<file path="src/rtl/half_res_video_source.sv">
// SVGA timing generator that streams a 400x300 luma frame buffer pixel-doubled to 800x600,
// with frame-aligned double-buffer selection and read-latency-matched sync/count outputs.
module half_res_video_source #(
    parameter int unsigned H_ACTIVE = 800,
    parameter int unsigned H_FP     = 40,
    parameter int unsigned H_SYNC   = 128,
    parameter int unsigned H_BP     = 88,
    parameter int unsigned V_ACTIVE = 600,
    parameter int unsigned V_FP     = 1,
    parameter int unsigned V_SYNC   = 4,
    parameter int unsigned V_BP     = 23,
    parameter logic        SYNC_POL = 1'b1,
    parameter int unsigned ADDR_W   = 17,
    parameter int unsigned RD_LAT   = 1
) (
    input  logic              clk,
    input  logic              rst,
    output logic              rd_en,
    output logic [ADDR_W-1:0] rd_addr,
    input  logic [7:0]        rd_data,
    output logic              fb_sel,
    input  logic              swap_req,
    output logic              swap_ack,
    output logic [10:0]       hcount,
    output logic [10:0]       vcount,
    output logic              hsync,
    output logic              vsync,
    output logic              de,
    output logic [7:0]        Y,
    output logic              frame_start
);

    localparam int unsigned CW      = 11;
    localparam int unsigned H_TOTAL = H_ACTIVE + H_FP + H_SYNC + H_BP;
    localparam int unsigned V_TOTAL = V_ACTIVE + V_FP + V_SYNC + V_BP;
    localparam int unsigned DLY     = RD_LAT + 1;
    localparam int unsigned HALF_W  = H_ACTIVE / 2;

    logic [CW-1:0]     h_q, h_d, v_q, v_d;
    logic [ADDR_W-1:0] row_base_q, row_base_d;
    logic [ADDR_W-1:0] addr_c;
    logic              h_last_c, v_last_c, vis_c, hs_c, vs_c, fs_c;

    logic [DLY*CW-1:0] h_dl_q, v_dl_q;
    logic [DLY-1:0]    vis_dl_q, hs_dl_q, vs_dl_q, fs_dl_q;

    logic              rd_en_q, fb_sel_q, swap_ack_q;
    logic [ADDR_W-1:0] rd_addr_q;
    logic [CW-1:0]     hcount_q, vcount_q;
    logic              hsync_q, vsync_q, de_q, frame_start_q;
    logic [7:0]        y_q;

    // Raster counters, visibility/sync decode and half-resolution row base.
    always_comb begin
        h_last_c   = (h_q == CW'(H_TOTAL - 1));
        v_last_c   = (v_q == CW'(V_TOTAL - 1));
        h_d        = h_last_c ? '0 : h_q + CW'(1);
        v_d        = v_q;
        if (h_last_c) begin
            v_d = v_last_c ? '0 : v_q + CW'(1);
        end
        vis_c      = (h_q < CW'(H_ACTIVE)) && (v_q < CW'(V_ACTIVE));
        hs_c       = (h_q >= CW'(H_ACTIVE + H_FP)) && (h_q < CW'(H_ACTIVE + H_FP + H_SYNC));
        vs_c       = (v_q >= CW'(V_ACTIVE + V_FP)) && (v_q < CW'(V_ACTIVE + V_FP + V_SYNC));
        fs_c       = (h_q == '0) && (v_q == '0);
        addr_c     = row_base_q + ADDR_W'(h_q >> 1);
        row_base_d = row_base_q;
        if (h_last_c && v_last_c) begin
            row_base_d = '0;
        end else if (h_last_c && v_q[0] && (v_q < CW'(V_ACTIVE))) begin
            // Odd visible line done: the next pair of output lines reads the next stored row.
            row_base_d = row_base_q + ADDR_W'(HALF_W);
        end
    end

    always_ff @(posedge clk) begin
        if (!rst) begin
            h_q           <= '0;
            v_q           <= '0;
            row_base_q    <= '0;
            rd_en_q       <= 1'b0;
            rd_addr_q     <= '0;
            fb_sel_q      <= 1'b0;
            swap_ack_q    <= 1'b0;
            h_dl_q        <= '0;
            v_dl_q        <= '0;
            vis_dl_q      <= '0;
            hs_dl_q       <= '0;
            vs_dl_q       <= '0;
            fs_dl_q       <= '0;
            hcount_q      <= '0;
            vcount_q      <= '0;
            hsync_q       <= ~SYNC_POL;
            vsync_q       <= ~SYNC_POL;
            de_q          <= 1'b0;
            y_q           <= '0;
            frame_start_q <= 1'b0;
        end else begin
            h_q        <= h_d;
            v_q        <= v_d;
            row_base_q <= row_base_d;
            rd_en_q    <= vis_c;
            rd_addr_q  <= vis_c ? addr_c : '0;

            // Buffer swap only on the last internal cycle of a frame.
            swap_ack_q <= h_last_c && v_last_c && swap_req;
            if (h_last_c && v_last_c && swap_req) begin
                fb_sel_q <= ~fb_sel_q;
            end

            h_dl_q   <= {h_dl_q[(DLY-1)*CW-1:0], h_q};
            v_dl_q   <= {v_dl_q[(DLY-1)*CW-1:0], v_q};
            vis_dl_q <= {vis_dl_q[DLY-2:0], vis_c};
            hs_dl_q  <= {hs_dl_q[DLY-2:0], hs_c};
            vs_dl_q  <= {vs_dl_q[DLY-2:0], vs_c};
            fs_dl_q  <= {fs_dl_q[DLY-2:0], fs_c};

            hcount_q      <= h_dl_q[DLY*CW-1 -: CW];
            vcount_q      <= v_dl_q[DLY*CW-1 -: CW];
            de_q          <= vis_dl_q[DLY-1];
            hsync_q       <= hs_dl_q[DLY-1] ? SYNC_POL : ~SYNC_POL;
            vsync_q       <= vs_dl_q[DLY-1] ? SYNC_POL : ~SYNC_POL;
            y_q           <= vis_dl_q[DLY-1] ? rd_data : 8'd0;
            frame_start_q <= fs_dl_q[DLY-1];
        end
    end

    assign rd_en       = rd_en_q;
    assign rd_addr     = rd_addr_q;
    assign fb_sel      = fb_sel_q;
    assign swap_ack    = swap_ack_q;
    assign hcount      = hcount_q;
    assign vcount      = vcount_q;
    assign hsync       = hsync_q;
    assign vsync       = vsync_q;
    assign de          = de_q;
    assign Y           = y_q;
    assign frame_start = frame_start_q;

endmodule

</file>
<file path="config.mk">
export PLATFORM = sky130hd
export DESIGN_NAME = half_res_video_source
export DESIGN_NICKNAME = d
export VERILOG_FILES = /design/src/rtl/half_res_video_source.sv
export SDC_FILE = /design/constraint.sdc
export NUM_CORES = 1
export LEC_CHECK = 0
export ABC_CLOCK_PERIOD_IN_PS = 2200
export BUFFER_PORTS_ARGS = -buffer_cell sky130_fd_sc_hd__buf_2
export CAP_MARGIN = 10
export CORE_MARGIN = 3
export CORE_UTILIZATION = 50
export DETAILED_ROUTE_END_ITERATION = 10
export HOLD_SLACK_MARGIN = 0.06
export PLACE_DENSITY_LB_ADDON = 0.08
export SYNTH_ARGS = -nofsm -noshare
export SYNTH_HDL_FRONTEND = slang
export SYNTH_SLANG_ARGS = --single-unit
</file>
<file path="constraint.sdc">
create_clock -name clk -period 2.2 [get_ports clk]
set_input_delay 0.66 -clock clk [delete_from_list [all_inputs] [get_ports clk]]
set_output_delay 0.66 -clock clk [all_outputs]
set_load 0.005 [all_outputs]
</file>
==> qor.csv <==
metric;value;unit
status;finished clean;
minimum clock period;2.05;ns
post-synthesis compound-gate area fraction;0.0367;
Setup TNS Final;0;ns
predominant post-synthesis flop cell;dfxtp_1;
via density per instance;4.80;
syn nets;511;
H-tree Lvls;4;
total CTS buffers;17;
max-cap check violation count;0;
total power;5.65;mW
nets@finish;585;
Startpoint Class;flop;
Post-synth EDFFs;0;
initial DRC count;148;
Tcrit/Tclk final;0.930;
ys async rst share;0;
kind of critical path;reg -> reg;
fmax;0.489;GHz
Cells after Synth;487;
CTS Buffer Depth;2;
Core Rows;35;
final setup fails;0;
wire per inst;12.6;um
Hold Vio Cnt, Final;0;
die area;11100;um^2
Worst-Margin Slew;0.549;ns
GRT Total Usage;0.168;
starting density of the core;0.522;
cts hold-fix bufs;0;
drt pass-1 iters;4;
Worst VDD drop;0.484;mV
Data required, critical path;2.64;ns
CTS tree;yes;
pwr dens;934;nW/um^2
worst min path class;in -> reg;
post-cts sizing count;0;
CP Max Fanout;6;
Synth Area in XOR/XNOR;0.0713;
die width;105;um
adder-cell share of the synthesized area;0.0346;
Yosys cell types;39;
GP Congestion;0.854;
clk sinks;140;
main combinational cell family by area after synthesis;simple AND/OR/NAND/NOR gates;
Rel. slew slack;0.631;
Syn Area/Cell;10.1;um^2
Layout area overhead;23.0;%
R2R depth;6;
clock transition at the registers of the reported paths;0.06;ns
Hold Crit Depth;2;
core box area;9420;um^2
Inserted Diodes;0;
vias in the first global route;3141;
pin count of the biggest net entering global routing;63;
final WL;8830;um
Leakage;2.65;nW
WP data arrival;2.49;ns
number of I/O port buffers;64;
share of layout cells above drive strength 1;0.204;
Post-CTS Setup Repair Bufs;0;
Simple-Gate Fraction of Synth Area;0.257;
register area share after synthesis;0.570;
Syn Std Cell Area;4920;um^2
CP endpoint kind;flop;
first-pass GRT wire length;14800;um
Top Ports;65;
Slew Limit Fails;0;
Post-route DRC;0;
grt ovf;0;
synthesis-stage register bit count;140;
placed wire-length estimate;5920;um
Root Driver;clkbuf_8;
RSZ-0062 raised after global routing;false;
Vias;3374;
antenna viol nets, final;0;
synth warn;0;
Max Clock Skew;0.0103;ns
latest clock arrival within the worst-skew pair;0.52;ns
initial antenna violation count;0;
# fillers;791;
mux cell area share after synthesis;0;
most common cell after layout, fill and taps aside;dfxtp_1;
die height;105;um
Core Util, Final;0.642;
most frequent cells in the layout;dfxtp_1, and2_1, buf_2;
-- where the power goes --
group | switching, mW | total, mW | internal (mW)
combinational | 0.0519 | 0.0883 | 0.0364
clock | 1.12 | 2.99 | 1.87
sequential | 0.00980 | 2.57 | 2.56
-- state kept, by name, summed over array words and instances (netlist names), 8 cells and up --
register,flops
h_q,11
rd_addr,17
vcount,11
h_dl_q,22
v_q,11
Y,8
hcount,11
v_dl_q,22
row_base_q,13
-- through the flow --
stage          hold WS, ns  worst slack (ns)  instance area (um^2)  std cells
2_1_floorplan        0.412             0.307                  4920        487
3_3_place_gp         0.413             0.194                  5420        671
3_5_place_dp         0.417             0.168                  5420        671
4_1_cts              0.371             0.141                  6040        703
5_1_grt              0.369           0.00286                  6050        703
6_report             0.387             0.154                  6050        703
-- critical path, stage by stage (launching register included) --
cell     delay (ns)
dfxtp_1        0.41
ha_1           0.22
and4_1         0.23
nand4_1        0.15
or4_4          0.48
or3_1          0.32
a21oi_1        0.16
-- cells in the mapped netlist (all sizes together), types with 2 or more instances --
master,instances,area share
dfxtp,140,0.57
and2,82,0.10
nor2,53,0.040
nand2,24,0.018
xnor2,24,0.043
clkbuf,18,0.014
nor3,17,0.020
xor2,16,0.029
and3,13,0.017
ha,12,0.031
inv,10,0.0076
a21oi,8,0.0081
buf,8,0.0087
nand3,8,0.0081
nand4,8,0.010
o21ai,8,0.0081
and4,4,0.0071
nor4,4,0.0051
or3,4,0.0051
a211oi,3,0.0046
nand3b,3,0.0046
nor4b,3,0.0053
a21o,2,0.0031
nor2b,2,0.0025
or4,2,0.0038
-- kinds of logic after synthesis --
| kind of cell | Yosys count |
|---|---|
| flip-flops | 140 |
| AO/OA/AOI/OAI | 28 |
| adder cells (fa/ha/maj) | 13 |
| buffers and inverters | 36 |
| XOR/XNOR | 40 |
| AND/OR/NAND/NOR | 230 |
-- path summary, 6_finish.rpt --
| check | from | endpoint | slack (ns) |
|---|---|---|---|
| min | rd_data[2] | Y[2]$_SDFF_PN0_ | 0.39 |
| max | h_q[0]$_SDFF_PP0_ | row_base_q[13]$_SDFFE_PP0P_ | 0.15 |
| min reg2reg | h_dl_q[2]$_SDFF_PN0_ | h_dl_q[13]$_SDFF_PN0_ | 0.43 |
| max reg2reg | h_q[0]$_SDFF_PP0_ | row_base_q[13]$_SDFFE_PP0P_ | 0.15 |
-- layout make-up --
cell class	instances	area [um^2]	share of cell area
Sequential cell	140	2800	0.464
Multi-Input combinational cell	311	1970	0.326
Timing Repair Buffer	81	448	0.0741
Clock buffer	18	418	0.0691
Clock inverter	14	208	0.0344
Tap cell	129	161	0.0267
Inverter	10	37.5	0.00621
-- per-layer routing --
layer | vias up | track usage | wire length (um)
li1 | 1737 | - | -
met1 | 1540 | 0.207 | 4210
met2 | 84 | 0.272 | 4070
met3 | 13 | 0.0488 | 416
met4 | 0 | 0.0759 | 129
met5 | - | 0 | 0
Power figures use the tool's default switching activity.
